**config.mk**
```make
export PLATFORM = sky130hd
export DESIGN_NAME = matmul_engine
export DESIGN_NICKNAME = d
export VERILOG_FILES = /design/src/rtl/matmul_pkg.sv /design/src/rtl/matmul_engine_mac.sv /design/src/rtl/matmul_engine.sv
export SDC_FILE = /design/constraint.sdc
export NUM_CORES = 1
export LEC_CHECK = 0
export ABC_AREA = 1
export CORE_ASPECT_RATIO = 0.5
export CORE_MARGIN = 3
export CORE_UTILIZATION = 40
export DETAILED_ROUTE_END_ITERATION = 6
export GPL_ROUTABILITY_DRIVEN = 0
export SYNTH_ARGS = -nofsm -noshare
export SYNTH_HDL_FRONTEND = slang
export SYNTH_SLANG_ARGS = --single-unit
```
**constraint.sdc**
```tcl
create_clock -name clk -period 6.8 [get_ports clk]
set_input_delay 0.68 -clock clk [delete_from_list [all_inputs] [get_ports clk]]
set_output_delay 0.68 -clock clk [all_outputs]
set_load 0.01 [all_outputs]
```
**src/rtl/matmul_pkg.sv**
```systemverilog
// Shared types and elaboration helpers for the matrix-multiply sequencer.
package matmul_pkg;

  typedef enum logic [2:0] {
    IDLE,
    SETUP,
    RD_A,
    RD_B,
    MAC,
    WR,
    ADV,
    DONE
  } state_e;

  function automatic int unsigned res_bytes(input int unsigned acc_w, input int unsigned dw);
    return acc_w / dw;
  endfunction

  function automatic bit widths_ok(input int unsigned acc_w, input int unsigned dw);
    return (dw != 0) && (acc_w >= dw) && ((acc_w % dw) == 0);
  endfunction

  function automatic int unsigned umax(input int unsigned a, input int unsigned b);
    return (a > b) ? a : b;
  endfunction

endpackage

```
**src/rtl/matmul_engine_mac.sv**
```systemverilog
// Unsigned multiply-accumulate step: full-width product added to the running sum,
// with overflow detect and optional clamp to all-ones. Purely combinational.
module mac_unit
  import matmul_pkg::*;
#(
  parameter int unsigned DW       = 8,
  parameter int unsigned ACC_W    = 24,
  parameter bit          SATURATE = 1'b0
) (
  input  logic [DW-1:0]    a_i,
  input  logic [DW-1:0]    b_i,
  input  logic [ACC_W-1:0] acc_i,
  output logic [ACC_W-1:0] acc_c_o,
  output logic             ovf_c_o
);

  localparam int unsigned PROD_W = 2 * DW;
  localparam int unsigned SUM_W  = umax(ACC_W, PROD_W) + 1;

  logic [PROD_W-1:0] prod;
  logic [SUM_W-1:0]  sum;

  always_comb begin
    prod    = PROD_W'(a_i) * PROD_W'(b_i);
    sum     = SUM_W'(acc_i) + SUM_W'(prod);
    ovf_c_o = |sum[SUM_W-1:ACC_W];
    if (ovf_c_o && SATURATE) begin
      acc_c_o = '1;
    end else begin
      acc_c_o = sum[ACC_W-1:0];
    end
  end

endmodule

```
**src/rtl/matmul_engine.sv**
```systemverilog
// Matrix-multiply sequencer: walks A, B and C in data memory with running pointers,
// one MAC per three cycles, and writes each result little-endian over RB cycles.
module matmul_engine
  import matmul_pkg::*;
#(
  parameter int unsigned DW       = 8,
  parameter int unsigned ACC_W    = 24,
  parameter int unsigned ADDR_W   = 16,
  parameter int unsigned DIM_W    = 8,
  parameter bit          SATURATE = 1'b0
) (
  input  logic              clk,
  input  logic              rst_n,
  input  logic              start_i,
  input  logic [DIM_W-1:0]  dim_x_i,
  input  logic [DIM_W-1:0]  dim_y_i,
  input  logic [DIM_W-1:0]  dim_z_i,
  input  logic [ADDR_W-1:0] base_a_i,
  input  logic [ADDR_W-1:0] base_b_i,
  input  logic [ADDR_W-1:0] base_c_i,
  output logic              dm_rd_en_o,
  output logic              dm_wr_en_o,
  output logic [ADDR_W-1:0] dm_addr_o,
  output logic [DW-1:0]     dm_wdata_o,
  input  logic [DW-1:0]     dm_rdata_i,
  output logic              busy_o,
  output logic              done_o,
  output logic              ovf_o
);

  localparam int unsigned RB     = res_bytes(ACC_W, DW);
  localparam int unsigned BYTE_W = (RB > 1) ? $clog2(RB) : 1;

  localparam logic [BYTE_W-1:0] LAST_BYTE = BYTE_W'(RB - 1);
  localparam logic [DIM_W-1:0]  ONE_D     = DIM_W'(1);
  localparam logic [BYTE_W-1:0] ONE_B     = BYTE_W'(1);
  localparam logic [ADDR_W-1:0] ONE_A     = ADDR_W'(1);

  if (!widths_ok(ACC_W, DW)) begin : g_width_chk
    $error("matmul_engine: ACC_W must be a non-zero multiple of DW");
  end

  state_e             state_q, state_d;
  logic [DIM_W-1:0]   x_q, x_d, y_q, y_d, z_q, z_d;
  logic [ADDR_W-1:0]  base_a_q, base_a_d, base_b_q, base_b_d, base_c_q, base_c_d;
  logic [DIM_W-1:0]   i_q, i_d, j_q, j_d, k_q, k_d;
  logic [ACC_W-1:0]   acc_q, acc_d;
  logic [DW-1:0]      a_reg_q, a_reg_d;
  logic [ADDR_W-1:0]  a_ptr_q, a_ptr_d, b_ptr_q, b_ptr_d, c_ptr_q, c_ptr_d, row_q, row_d;
  logic [BYTE_W-1:0]  byte_q, byte_d;
  logic               ovf_q, ovf_d;
  logic               rd_en_q, rd_en_d, wr_en_q, wr_en_d;
  logic [ADDR_W-1:0]  addr_q, addr_d;
  logic [DW-1:0]      wdata_q, wdata_d;
  logic               busy_q, busy_d, done_q, done_d;

  logic [ACC_W-1:0]   mac_acc;
  logic               mac_ovf;

  mac_unit #(
    .DW      (DW),
    .ACC_W   (ACC_W),
    .SATURATE(SATURATE)
  ) u_mac (
    .a_i    (a_reg_q),
    .b_i    (dm_rdata_i),
    .acc_i  (acc_q),
    .acc_c_o(mac_acc),
    .ovf_c_o(mac_ovf)
  );

  always_ff @(posedge clk or negedge rst_n) begin
    if (!rst_n) begin
      state_q  <= IDLE;
      x_q      <= '0;
      y_q      <= '0;
      z_q      <= '0;
      base_a_q <= '0;
      base_b_q <= '0;
      base_c_q <= '0;
      i_q      <= '0;
      j_q      <= '0;
      k_q      <= '0;
      acc_q    <= '0;
      a_reg_q  <= '0;
      a_ptr_q  <= '0;
      b_ptr_q  <= '0;
      c_ptr_q  <= '0;
      row_q    <= '0;
      byte_q   <= '0;
      ovf_q    <= 1'b0;
      rd_en_q  <= 1'b0;
      wr_en_q  <= 1'b0;
      addr_q   <= '0;
      wdata_q  <= '0;
      busy_q   <= 1'b0;
      done_q   <= 1'b0;
    end else begin
      state_q  <= state_d;
      x_q      <= x_d;
      y_q      <= y_d;
      z_q      <= z_d;
      base_a_q <= base_a_d;
      base_b_q <= base_b_d;
      base_c_q <= base_c_d;
      i_q      <= i_d;
      j_q      <= j_d;
      k_q      <= k_d;
      acc_q    <= acc_d;
      a_reg_q  <= a_reg_d;
      a_ptr_q  <= a_ptr_d;
      b_ptr_q  <= b_ptr_d;
      c_ptr_q  <= c_ptr_d;
      row_q    <= row_d;
      byte_q   <= byte_d;
      ovf_q    <= ovf_d;
      rd_en_q  <= rd_en_d;
      wr_en_q  <= wr_en_d;
      addr_q   <= addr_d;
      wdata_q  <= wdata_d;
      busy_q   <= busy_d;
      done_q   <= done_d;
    end
  end

  always_comb begin
    state_d  = state_q;
    x_d      = x_q;
    y_d      = y_q;
    z_d      = z_q;
    base_a_d = base_a_q;
    base_b_d = base_b_q;
    base_c_d = base_c_q;
    i_d      = i_q;
    j_d      = j_q;
    k_d      = k_q;
    acc_d    = acc_q;
    a_reg_d  = a_reg_q;
    a_ptr_d  = a_ptr_q;
    b_ptr_d  = b_ptr_q;
    c_ptr_d  = c_ptr_q;
    row_d    = row_q;
    byte_d   = byte_q;
    ovf_d    = ovf_q;
    rd_en_d  = 1'b0;
    wr_en_d  = 1'b0;
    addr_d   = '0;
    wdata_d  = '0;
    busy_d   = 1'b0;
    done_d   = 1'b0;

    unique case (state_q)
      IDLE: begin
        if (start_i) begin
          x_d      = dim_x_i;
          y_d      = dim_y_i;
          z_d      = dim_z_i;
          base_a_d = base_a_i;
          base_b_d = base_b_i;
          base_c_d = base_c_i;
          ovf_d    = 1'b0;
          state_d  = SETUP;
        end
      end
      SETUP: begin
        i_d     = '0;
        j_d     = '0;
        k_d     = '0;
        acc_d   = '0;
        byte_d  = '0;
        a_ptr_d = base_a_q;
        row_d   = base_a_q;
        b_ptr_d = base_b_q;
        c_ptr_d = base_c_q;
        if (x_q == '0 || z_q == '0) begin
          state_d = DONE;
        end else if (y_q == '0) begin
          state_d = WR;
        end else begin
          state_d = RD_A;
        end
      end
      RD_A: state_d = RD_B;
      RD_B: begin
        a_reg_d = dm_rdata_i;
        state_d = MAC;
      end
      MAC: begin
        acc_d   = mac_acc;
        ovf_d   = ovf_q | mac_ovf;
        a_ptr_d = a_ptr_q + ONE_A;
        b_ptr_d = b_ptr_q + ADDR_W'(z_q);
        if (k_q == y_q - ONE_D) begin
          byte_d  = '0;
          state_d = WR;
        end else begin
          k_d     = k_q + ONE_D;
          state_d = RD_A;
        end
      end
      WR: begin
        c_ptr_d = c_ptr_q + ONE_A;
        if (byte_q == LAST_BYTE) begin
          state_d = ADV;
        end else begin
          byte_d = byte_q + ONE_B;
        end
      end
      ADV: begin
        if (i_q == x_q - ONE_D && j_q == z_q - ONE_D) begin
          state_d = DONE;
        end else begin
          k_d    = '0;
          acc_d  = '0;
          byte_d = '0;
          // A row start only moves when j wraps to the next row of C
          if (j_q == z_q - ONE_D) begin
            j_d     = '0;
            i_d     = i_q + ONE_D;
            row_d   = row_q + ADDR_W'(y_q);
            a_ptr_d = row_d;
            b_ptr_d = base_b_q;
          end else begin
            j_d     = j_q + ONE_D;
            a_ptr_d = row_q;
            b_ptr_d = base_b_q + ADDR_W'(j_d);
          end
          state_d = (y_q == '0) ? WR : RD_A;
        end
      end
      DONE: state_d = IDLE;
      default: state_d = IDLE;
    endcase

    // Outputs are registered, so decode them from the state being entered
    rd_en_d = (state_d == RD_A) || (state_d == RD_B);
    wr_en_d = (state_d == WR);
    busy_d  = (state_d != IDLE);
    done_d  = (state_d == DONE);
    case (state_d)
      RD_A:    addr_d = a_ptr_d;
      RD_B:    addr_d = b_ptr_d;
      WR:      addr_d = c_ptr_d;
      default: addr_d = '0;
    endcase
    if (wr_en_d) begin
      wdata_d = DW'(acc_d >> (byte_d * DW));
    end
  end

  assign dm_rd_en_o = rd_en_q;
  assign dm_wr_en_o = wr_en_q;
  assign dm_addr_o  = addr_q;
  assign dm_wdata_o = wdata_q;
  assign busy_o     = busy_q;
  assign done_o     = done_q;
  assign ovf_o      = ovf_q;

endmodule

```
==> out/metrics.yaml, run 1 <==
min_period_over_period: 0.7506
drive_above_1_share: 0.04509
synth.distinct_cells: 50
synth_edf_count: 0
io_buffers: 111
min_path_type: "primary input to async pin"
outcome: "complete, no violations"
grt_max_degree: 124
syn2layout_area_growth_pct: 14.36
rsz0062_at_grt: "no"
drt_iter0_markers: 1109
async_reset_ff_frac: 1.000
htreeDepth: 1
numCtsBuffers: 24
ios: 112
timing.critical_path.arrival_ns: 5.53
final-instance-count-excl-fill: 2881
fin_skew_ns: 0.01712
diodes: 0
start_util: 0.4118
tritoncts: "done"
grt_pass1_wl_um: 73910
power_density_nw_per_um2: 241.5
clk_pin_slew_ns: 0.06
routedWlPerCell_um: 15.78
final_nets: 2548
dp_hpwl_um: 33970
setup_tns_ns: 0
grt_pass1_vias: 13840
antenna_found_initial: 0
crit_required_ns: 7.23
worstSetupStartpointType: "primary input"
yosys_warnings: 0
vdd_ir_drop_max_uv: 191.4
syn_nets: 2476
clkSinkCount: 226
cts_root_buf: "clkbuf_16"
die_area_sq_um: 43270
wirelength_um: 45460
vias: 14540
finalHoldViolations: 0
crit_top_cell: "nand2_1"
path_cells: "clkdlybuf4s50_1 > nand2_1 > fa_1 > inv_1 > fa_1 > fa_1 > inv_1 > fa_1 > inv_1 > ha_1 > nand2_1 > or2_2 > nand3_1 > nand3_1 > nand2_1 > nand2_1 > o211ai_1 > nand2_1 > nor2_1 > nor2_1 > nor2_1 > nor2_1"
syn_avg_cell_area_sq_um: 7.181
tightest_slew_ns: 0.9664
drc: 0
gr-total-overflow: 0
syn_area_sq_um: 16270
fillers: 4016
die_w_um: 291.2
crit_type: "primary input to flip-flop"
synth_seq_cells: 226
drv_cap: 0
worstPathMaxFanout: 9
end_kind: "flip-flop"
synth_ff_type: "dfrtp_1"
cp_slowest_cell: "clkdlybuf4s50_1"
multi_input_area_sq_um: 9039
core_sq_um: 39500
dp_cells: 2841
ctsHoldBuffers: 0
regArea_sq_um: 5655
slew_viol_final: 0
cts-resized-gates: 0
p_leak_uw: 0.009448
fp.dieH_um: 148.6
rows: 51
ys_seq_area_frac: 0.3477
post-cts-setup-buffers: 0
setup_viol: 0
cts_buffer_depth: 3
vias_per_cell: 5.046
synth_cells: 2265
max_slew_margin: 0.3522
grt_usage: 0.2117
drt-pass1-iter-count: 6
clock.fmax_ghz: 0.1959
min_period_ns: 5.104
final_util: 0.4709
clkLatencyLatePin_ns: 0.54
critPathMaxStageDelay_ns: 0.66
antenna_left: 0
[critical path, delay by kind of cell]
family,cells,cell delay [ns]
adders and majority gates,5,2.48
and+or+nand+nor,12,1.39
buffers and inverters,4,0.81
AOI/OAI and AO/OA,1,0.18
[per-stage QoR]
stage          area (sq um)  hold slack [ns]  total power (uW)  setup WS (ns)
2_1_floorplan         16270           0.3844              2715          1.965
3_3_place_gp          17810           0.4658              3137          1.232
3_5_place_dp          17810           0.4686              3137          1.189
4_1_cts               18600           0.1856              4538          1.738
5_1_grt               18600           0.2010              4885          1.356
6_report              18600           0.1478              4493          1.696
[sequential cells by signal (all words and copies together) (netlist names), 2 cells and up]
name / count
acc_q: 24
a_ptr_q: 16
b_ptr_q: 16
base_a_q: 16
base_b_q: 16
base_c_q: 16
c_ptr_q: 16
dm_addr_o: 16
row_q: 16
a_reg_q: 8
dm_wdata_o: 8
i_q: 8
j_q: 8
k_q: 8
x_q: 8
y_q: 8
z_q: 8
state_q: 3
byte_q: 2
[final cells by class]
class                           count  share of cell area
Tap cell                          530             0.03565
Timing Repair Buffer              123             0.06551
Clock inverter                      9            0.005717
Clock buffer                       31             0.03699
Inverter                          328             0.06619
Sequential cell                   226              0.3040
Multi-Input combinational cell   1634              0.4859
[worst paths after layout]
path | startpoint | end | slack, ns | depth (start not counted)
setup / recovery | dm_rdata_i[4] | dm_wdata_o[7] | 1.70 | 22
min in group clk | base_c_q[0] | base_c_q[0] | 0.48 | 2
setup reg to reg | a_reg_q[5] | dm_wdata_o[7] | 1.92 | 21
hold / removal | rst_n | a_reg_q[0] | 0.15 | 1
hold reg to reg | base_c_q[0] | base_c_q[0] | 0.48 | 2
max in group asynchronous | rst_n | b_ptr_q[2] | 5.41 | 2
[cell usage in the layout, fill, tap and decap left out, drive strengths merged, types with 4 or more instances in the layout]
cell type	Yosys	final
a21boi	4	4
a21o	7	7
a21oi	100	100
a22oi	6	6
a31oi	6	6
buf	28	13
clkbuf	49	31
clkdlybuf4s50	0	110
clkinv	1	8
dfrtp	226	226
fa	53	53
ha	75	75
inv	327	327
nand2	699	699
nand3	155	155
nand3b	5	5
nand4	40	40
nor2	199	199
nor3	19	19
nor4	4	4
o2111ai	4	4
o211ai	13	13
o21ai	123	123
o21bai	4	4
o22ai	20	20
o31ai	9	9
or2	19	19
xnor2	17	17
xor2	38	38
[Yosys cell counts, types with 5 or more instances]
cell | instances | share of area
inv_1 | 316 | 0.073
o22ai_1 | 20 | 0.0077
xnor2_1 | 17 | 0.0092
or2_2 | 17 | 0.0065
a31oi_1 | 6 | 0.0023
ha_1 | 75 | 0.058
buf_4 | 7 | 0.0032
o21ai_0 | 119 | 0.037
nor2_2 | 8 | 0.0031
a21o_1 | 7 | 0.0032
fa_1 | 53 | 0.065
nor2_1 | 184 | 0.042
buf_2 | 18 | 0.0055
nand4_1 | 39 | 0.015
clkbuf_1 | 49 | 0.011
dfrtp_1 | 226 | 0.35
xor2_1 | 38 | 0.020
nor3_1 | 16 | 0.0049
o31ai_1 | 9 | 0.0042
a22oi_1 | 6 | 0.0028
o211ai_1 | 13 | 0.0060
nand3b_1 | 5 | 0.0023
a21oi_1 | 100 | 0.031
nor2_4 | 7 | 0.0048
nand2_1 | 695 | 0.16
inv_2 | 11 | 0.0025
nand3_1 | 153 | 0.047
[cell families after synthesis]
logic type	after synthesis	synth area share
xor+xnor	55	0.02962
fa+ha+maj	128	0.1229
compound gates	303	0.1040
flops	226	0.3477
simple gates	1148	0.2988
buf+inv	405	0.09692
[layer usage]
layer,vias to the layer above,share of wire,GRT usage
met2,325,0.44,0.3346
met1,6802,0.47,0.3040
met4,0,0.024,0.04880
li1,7346,-,-
met3,65,0.059,0.03685
met5,-,0,0
[power breakdown]
part	total [uW]	switching (uW)	internal [uW]
Combinational	1660	1040	613
Clock	1370	586	787
Sequential	1460	55.6	1410
Total	4490	1690	2810
No activity file was read; power rests on OpenSTA's default activity.
==> inputs of run 2 (changes only) <==
- clock period: 6.8 -> 4.2 ns (I/O delays scaled with it)
==> out/metrics.yaml, run 2 (synthesis results as in run 1) <==
diodes: 0  # unchanged
core_sq_um: 39500  # unchanged
grt_max_degree: 86  # -31%
drive_above_1_share: 0.1206  # +0.07549
wirelength_um: 46090  # +1.4%
tritoncts: "done"
routedWlPerCell_um: 15.57  # -1.3%
cts_root_buf: "clkbuf_16"
max_slew_margin: 0.4679  # +0.1156
top_register: "acc_q"
clk_pin_slew_ns: 0.07  # about the same
numCtsBuffers: 23  # -4.2%
path_buf_inv: 3  # -1
drt_iter0_markers: 949  # -14%
antenna_left: 0  # unchanged
slew_viol_final: 0  # unchanged
grt_pass1_vias: 14440  # +4.3%
tightest_slew_ns: 0.7973  # -0.1690 ns
dp_cells: 2900  # +2.1%
drt-pass1-iter-count: 7  # +1
met2_usage: 0.3423  # +0.007783
clkLatencyLatePin_ns: 0.54  # about the same
final_nets: 2627  # +3.1%
timing.critical_path.arrival_ns: 4.88  # -0.65 ns
vias_per_cell: 5.094  # +0.94%
start_util: 0.4118  # unchanged
rows: 51  # unchanged
top_usage_layer: "met2"
mostFrequentLayoutCells: "nand2_1, inv_1, dfrtp_1, nor2_1, nand3_1"
worstPathMaxFanout: 7  # -2
setup_ws_ns: -0.2489  # -1.945 ns
final-instance-count-excl-fill: 2960  # +2.7%
largest_register_ffs: 24  # unchanged
path_cells: "nand2_2 > inv_2 > fa_1 > fa_2 > fa_1 > inv_1 > fa_1 > inv_2 > ha_4 > nand2_2 > or2_4 > nand3_4 > nand3_4 > nand2_4 > nand2_2 > o211ai_1 > nand2_1 > nor2_2 > nor2_1 > nor2_1 > nor2_1"
vdd_ir_drop_max_uv: 635.8  # +230%
drv_cap: 0  # unchanged
antenna_found_initial: 0  # unchanged
die_area_sq_um: 43270  # unchanged
fin_skew_ns: 0.01961  # +0.002491 ns
dp_hpwl_um: 34750  # +2.3%
min_period_over_period: 1.059
die_w_um: 291.2  # unchanged
power_density_nw_per_um2: 487.1  # +100%
critPathTopFamily: "adder cells"
p_leak_uw: 0.009864  # +4.4%
worstSetupStartpointType: "flip-flop"
rsz0062_at_grt: "yes"
io_buffers: 111  # unchanged
grt_pass1_wl_um: 75100  # +1.6%
violations: "design-rule violations, negative setup slack"
critPathMaxStageDelay_ns: 0.57  # -0.09 ns
crit_type: "flip-flop to flip-flop"
clkSinkCount: 226  # unchanged
gr-total-overflow: 0  # unchanged
fp.dieH_um: 148.6  # unchanged
fillers: 3899  # -2.9%
grt_use_met1: 0.3037  # -0.0003136
ios: 112  # unchanged
cts_buffer_depth: 3  # unchanged
grt_usage: 0.2128  # +0.001104
layout_commonest_cell: "nand2_1"
outcome: "finished, violations left"
multi_input_area_sq_um: 9525  # +5.4%
htreeDepth: 1  # unchanged
crit_required_ns: 4.63  # -2.60 ns
met3_usage: 0.02805  # -0.008803
end_kind: "flip-flop"
clock.fmax_ghz: 0.2248
vias: 15080  # +3.7%
finalHoldViolations: 0  # unchanged
cp_slowest_cell: "fa_1"
syn2layout_area_growth_pct: 21.27
drc: 5  # +5
setup_viol: 12  # +12
final_util: 0.4994  # +0.02844
setup_tns_ns: -1.347  # -1.347 ns
regArea_sq_um: 5665  # +0.18%
min_path_type: "primary input to flip-flop"
min_period_ns: 4.449
[run 2: changes by cell type in the layout (fill, tap and decap cells not counted), sizes merged]
cell,before,now
clkdlybuf4s50,110,105
clkinv,8,6
dlymetal6s2s,0,1
bufinv,2,4
buf,13,92
clkbuf,31,28
dlygate4sd2,0,4
dlygate4sd3,0,1
clkinvlp,0,2
[run 2: cell type report]
type                    instances  area share
multi-input cells            1634      0.4829
flip-flops and latches        226      0.2872
repair buffers                203     0.09420
inverters                     328     0.06242
well taps                     530     0.03362
clock buffers                  28     0.03114
clock inverters                11    0.008500
[run 2: worst paths after layout]
path                               start       endpoint  slack [ns]  cells after the start
hold reg to reg             base_c_q[10]   base_c_q[10]        0.49                      2
max in group asynchronous          rst_n   base_a_q[13]        2.71                      3
min in group asynchronous          rst_n     a_reg_q[0]        0.44                      2
setup / recovery              a_reg_q[4]  dm_wdata_o[7]       -0.25                     21
setup reg to reg              a_reg_q[4]  dm_wdata_o[7]       -0.25                     21
hold / removal             dm_rdata_i[4]     a_reg_q[4]        0.38                      4
[run 2: worst min-delay path, stage by stage]
cell and delay, ns:
dlymetal6s2s_1 0.18, buf_4 0.17, nand2_1 0.06, nand2_1 0.05
[run 2: timing repair]
item	4_1_cts	5_1_grt
setup endpoints to repair	20	21
gates resized for setup	65	70
hold buffers	1	0
buffers inserted	10	11
endpoints found under the hold margin	61	0
pin swaps	65	40
[run 2: metal layers]
layer  vias up  wire length, um
met5         -                0
met4         0             1175
met3        85             2178
met2       366            20790
met1      7140            21940
li1       7486                -
[run 2: metrics by stage]
stage / hold WS, ns / power, uW / setup WS (ns) / cell area, sq um
global route: 0.3976 / 10290 / -0.4040 / 19730
finish: 0.3826 / 9609 / -0.2489 / 19730
CTS: 0.4099 / 8785 / -0.1262 / 19390
global placement: 0.4175 / 6092 / -0.7780 / 18370
detailed placement: 0.4208 / 6110 / -0.8347 / 18370
floorplan: 0.1244 / 4781 / -0.02924 / 16440
[run 2: report_power, final]
group / internal, uW / switching [uW]
Clock: 1290 / 913
Combinational: 2340 / 2700
Sequential: 2280 / 83.8
==> variant 1: new RTL, flow settings as in run 1 <==
`addr_q` no longer has a reset.
--- a/src/rtl/matmul_engine.sv
+++ b/src/rtl/matmul_engine.sv
@@ -93,3 +93,2 @@
       wr_en_q  <= 1'b0;
-      addr_q   <= '0;
       wdata_q  <= '0;
@@ -118,3 +117,2 @@
       wr_en_q  <= wr_en_d;
-      addr_q   <= addr_d;
       wdata_q  <= wdata_d;
@@ -123,2 +121,6 @@
     end
+  end
+
+  always_ff @(posedge clk) begin
+    addr_q <= addr_d;
   end
Formal check against the unedited RTL: differs if rst_n is asserted again (counterexample within 4 cycles, from zero or initial values and one cycle with rst_n low); with rst_n held inactive, the same outputs for 4 cycles.
==> variant 1 against run 1 <==
  * Clock power is 4% higher
  * Sequential cell count stayed put
  * Wire length hardly changed
  * Combinational power hardly changed
  * Power is 1.3% higher
  * Design area is 0.28% lower
  * Area after synthesis is 0.49% lower
  * Via count is 0.98% higher
  * Die area is 0.48% lower
  * Setup slack worse by 0.037 ns
  * Critical endpoint unchanged
==> variant 1: results (changes against run 1) <==
hpwlAfterDp_mm: 34.1  # +0.49%
synthTopCellsByCount: "nand2_1 (695), inv_1 (316), dfrtp_1 (210)"
drive_above_1_share_pct: 4.54  # +0.033 points
synth-seq-area-share_pct: 34.4  # -0.32 points
dr_wl_met2_mm: 20.3  # +0.30%
grt_pass1_vias: 14100  # +2.2%
crit_path_start: "dm_rdata_i[6]"
status: "finished clean"
worst_ir_drop_vdd_uv: 173  # -9.8%
met2_usage_pct: 34.3  # +0.80 points
m1WireLength_mm: 21.6  # +0.46%
synthXorXnorAreaFrac_pct: 2.98  # +0.015 points
skew_ns: 0.0213  # +0.00416 ns
flops_and_latches: 226  # unchanged
multi_input_area_share_pct: 48.7  # +0.13 points
grt_max_degree: 94  # -24%
vias: 14700  # +0.98%
synth_compound_area_share_pct: 10.5  # +0.051 points
power_switching_mw: 1.70  # +0.94%
r2r-end: "dm_wdata_o[7]"
grt_use_total_pct: 21.2  # about the same
ys_types: 51  # +2.0%
die_area_sq_um: 43100  # -0.48%
grt_pass1_wl_mm: 74.3  # +0.54%
inv_count: 328  # unchanged
routed.top_layer: "met4"
grt.met3_usage_pct: 3.85  # +0.16 points
p_leak_nw: 9.38  # -0.73%
met1_usage_pct: 29.9  # -0.49 points
crit_arrival_ns: 5.56  # +0.03 ns
synth_adder_area_share_pct: 12.4  # +0.061 points
hold_path.class: "in -> async"
wl_met3_mm: 2.69  # +0.34%
nets: 2549  # +0.039%
clockBufferCount: 31  # unchanged
max_stage_delay_ns: 0.69  # +0.03 ns
ff_latch_area_sq_um: 5580  # -1.4%
synth_area_leaders: "dfrtp_1 (32%), nand2_1 (16%), inv_1 (7.3%)"
dpl-instance-area_sq_um: 17700  # -0.47%
n_all_buffers: 124  # +0.81%
r2r_slack_ns: 1.87  # -0.05 ns
fillers: 3991  # -0.62%
num_antenna_cells: 0  # unchanged
cts_setup_buffers: 0  # unchanged
wl_per_cell_microns: 15.8  # -0.19%
clk_share_pct: 4.46  # +0.19 points
drt-initial-drc-count: 965  # -13%
tightest_slew_ns: 1.00  # +0.0346 ns
antenna_found_initial: 0  # unchanged
async_reset_ff_share_pct: 92.9  # -7.1 points
bufAreaShareNonClock_pct: 6.54  # -0.0089 points
==> variant 1: cell count changes after synthesis, sizes merged <==
cell / change
dfrtp: -16
dfxtp: +16
==> variant 1: power by group through the flow <==
stage	logic, mW	clock network (mW)	registers (mW)
final	1.66	1.43	1.46
after global routing	1.94	1.51	1.47
after CTS	1.67	1.46	1.46
after detailed placement	1.64	0	1.49
after global placement	1.64	0	1.48
after floorplan	1.25	0	1.46
==> variant 1: metrics by stage <==
| stage | setup slack [ns] | power [mW] | instances | hold slack, ns |
|---|---|---|---|---|
| floorplan | 1.97 | 2.71 | 2265 | 0.384 |
| global placement | 1.25 | 3.13 | 2842 | 0.467 |
| finish | 1.66 | 4.55 | 2886 | 0.147 |
| CTS | 1.70 | 4.59 | 2886 | 0.171 |
| global route | 1.32 | 4.92 | 2886 | 0.208 |
| detailed placement | 1.21 | 3.13 | 2842 | 0.466 |
==> variant 2: new RTL, settings of run 1 <==
Without the edit above. `SATURATE` is set to 1'b0 in 2 places; all go to 1'b1.
--- a/src/rtl/matmul_engine_mac.sv
+++ b/src/rtl/matmul_engine_mac.sv
@@ -7,3 +7,3 @@
   parameter int unsigned ACC_W    = 24,
-  parameter bit          SATURATE = 1'b0
+  parameter bit          SATURATE = 1'b1
 ) (
--- a/src/rtl/matmul_engine.sv
+++ b/src/rtl/matmul_engine.sv
@@ -9,3 +9,3 @@
   parameter int unsigned DIM_W    = 8,
-  parameter bit          SATURATE = 1'b0
+  parameter bit          SATURATE = 1'b1
 ) (
Check against the original RTL: same outputs for any inputs over 4 cycles, from zero or initial values and one cycle with rst_n low; that may be too few to reach the edited logic, so the function may still have changed.
==> variant 2 against run 1 <==
  * Area after synthesis is 2.5% higher
  * Setup slack worse by 0.21 ns
  * Critical path depth unchanged
  * Sequential cell count is the same
  * Power up 9.3%
  * Via count up 4.0%
  * Design area grew 2.2%
  * Wire length grew 3.5%
  * Highest routed layer unchanged
==> variant 2: results (changes against run 1) <==
io_buffers: 111  # unchanged
grt_max_degree: 145  # +17%
crit_arrival_ns: 5.72  # +0.19 ns
power_switching_mw: 1.92  # +14%
ys.flop_type: "dfrtp_1"
nets: 2575  # +1.1%
max_stage_delay_ns: 0.65
clock_path_buffers: 3  # unchanged
path_clk_slew_ns: 0.07
worst_ir_drop_vdd_uv: 202  # +5.4%
skew_ns: 0.0212  # +0.00405 ns
path_max_fanout: 12  # +3
slowest_stage: "clkdlybuf4s50_1"
synthMuxAreaShare_pct: 0.540  # +0.54 points
p_leak_nw: 9.53  # +0.91%
htree_levels: 1  # unchanged
synth_compound_area_share_pct: 9.75  # -0.65 points
synth_adder_area_share_pct: 12.0  # -0.30 points
antenna_found_initial: 0  # unchanged
wl_per_cell_microns: 16.1  # +2.0%
synthXorXnorAreaFrac_pct: 3.56  # +0.59 points
largest_reg_flops: 24  # unchanged
synth_area_leaders: "dfrtp_1 (34%), nand2_1 (15%), inv_1 (6.8%)"
clk_latency_ns: 0.55
pre_cts_slack_ns: 0.971  # -0.218 ns
status: "finished clean"
syn_nets: 2512  # +1.5%
grt_use_total_pct: 21.8  # +0.65 points
cts.repair.resized: 0  # unchanged
yosys_warnings: 0  # unchanged
cts_buffers: 25  # +4.2%
hpwlAfterDp_mm: 34.7  # +2.0%
cts_setup_buffers: 0  # unchanged
dr.pass1.iters: 7  # +1
grt_pass1_wl_mm: 77.9  # +5.4%
vias: 15100  # +4.0%
ys_types: 57  # +14%
drt-initial-drc-count: 963  # -13%
crit_family: "adder cells"
drive_above_1_share_pct: 5.62  # +1.1 points
hold_path.class: "in -> async"
regMostFlops: "acc_q"
fillers: 4124  # +2.7%
grt.overflow.total: 0  # unchanged
synth-seq-area-share_pct: 33.9  # -0.86 points
relSlewSlack_pct: 32.5  # -2.7 points
num_antenna_cells: 0  # unchanged
synthTopCellsByCount: "nand2_1 (680), inv_1 (302), dfrtp_1 (226)"
clock-root-buffer: "clkbuf_16"
variant 2: worst register-to-register path: stages (launching register included):
cell and delay (ns):
dfrtp_1 0.55, nand2_1 0.14, fa_1 0.56, inv_1 0.05
fa_1 0.47, fa_1 0.55, inv_1 0.06, fa_1 0.54
inv_1 0.04, ha_1 0.34, a21oi_1 0.19, o21ai_0 0.15
nand2_1 0.09, nand2_1 0.06, nand2_1 0.08, nand3_1 0.33
o21ai_0 0.33, nand3_1 0.13, nand3_1 0.10, nand2_1 0.06
nand2_1 0.05, a21oi_1 0.06
variant 2: final cells by class:
type	instances	area (sq um)	share of cell area [%]
tap	540	676	3.55
timing repair buffer	121	1200	6.33
inverter	318	1190	6.29
clock inverter	12	153	0.803
sequential	226	5660	29.8
clock buffer	34	689	3.63
multi-input combinational	1672	9440	49.6
variant 2: final timing paths:
path | startpoint | end | slack (ns) | depth (start not counted)
setup / recovery | dm_rdata_i[4] | dm_wdata_o[2] | 1.49 | 22
hold / removal | rst_n | a_reg_q[5] | 0.09 | 1
setup reg to reg | a_reg_q[5] | dm_wdata_o[2] | 1.73 | 21
hold reg to reg | base_c_q[3] | base_c_q[3] | 0.50 | 2
max in group asynchronous | rst_n | j_q[4] | 5.42 | 2
min in group clk | base_c_q[3] | base_c_q[3] | 0.50 | 2
variant 2: cells by family after synthesis:
group | Yosys count
and+or+nand+nor | 1180
buffers and inverters | 403
AOI/OAI and AO/OA | 290
DFF | 226
adders and majority gates | 128
xor gates and xnor gates | 66
muxes | 8
variant 2: layer usage:
metal  vias up  GRT usage, %  wire, microns
li1       7497             -              -
met1      7276          31.0          22700
met2       288          36.1          21800
met3        54          2.49           1780
met4         0          4.51            810
met5         -             0              0
variant 2: power groups by stage:
| stage | Sequential (mW) | Combinational (mW) | Clock [mW] |
|---|---|---|---|
| floorplan | 1.46 | 1.48 | 0 |
| global placement | 1.51 | 2.02 | 0 |
| detailed placement | 1.51 | 1.98 | 0 |
| CTS | 1.48 | 2.00 | 1.47 |
| global route | 1.49 | 2.34 | 1.52 |
| finish | 1.48 | 1.99 | 1.43 |
variant 2: per-stage QoR:
| step | power, mW | cells | utilization, % | cell area (sq um) |
|---|---|---|---|---|
| floorplan | 2.94 | 2301 | - | 16700 |
| global placement | 3.52 | 2877 | 44.5 | 18200 |
| detailed placement | 3.49 | 2877 | 44.5 | 18200 |
| CTS | 4.95 | 2923 | 46.6 | 19000 |
| global route | 5.36 | 2923 | 46.6 | 19000 |
| finish | 4.91 | 2923 | 46.6 | 19000 |
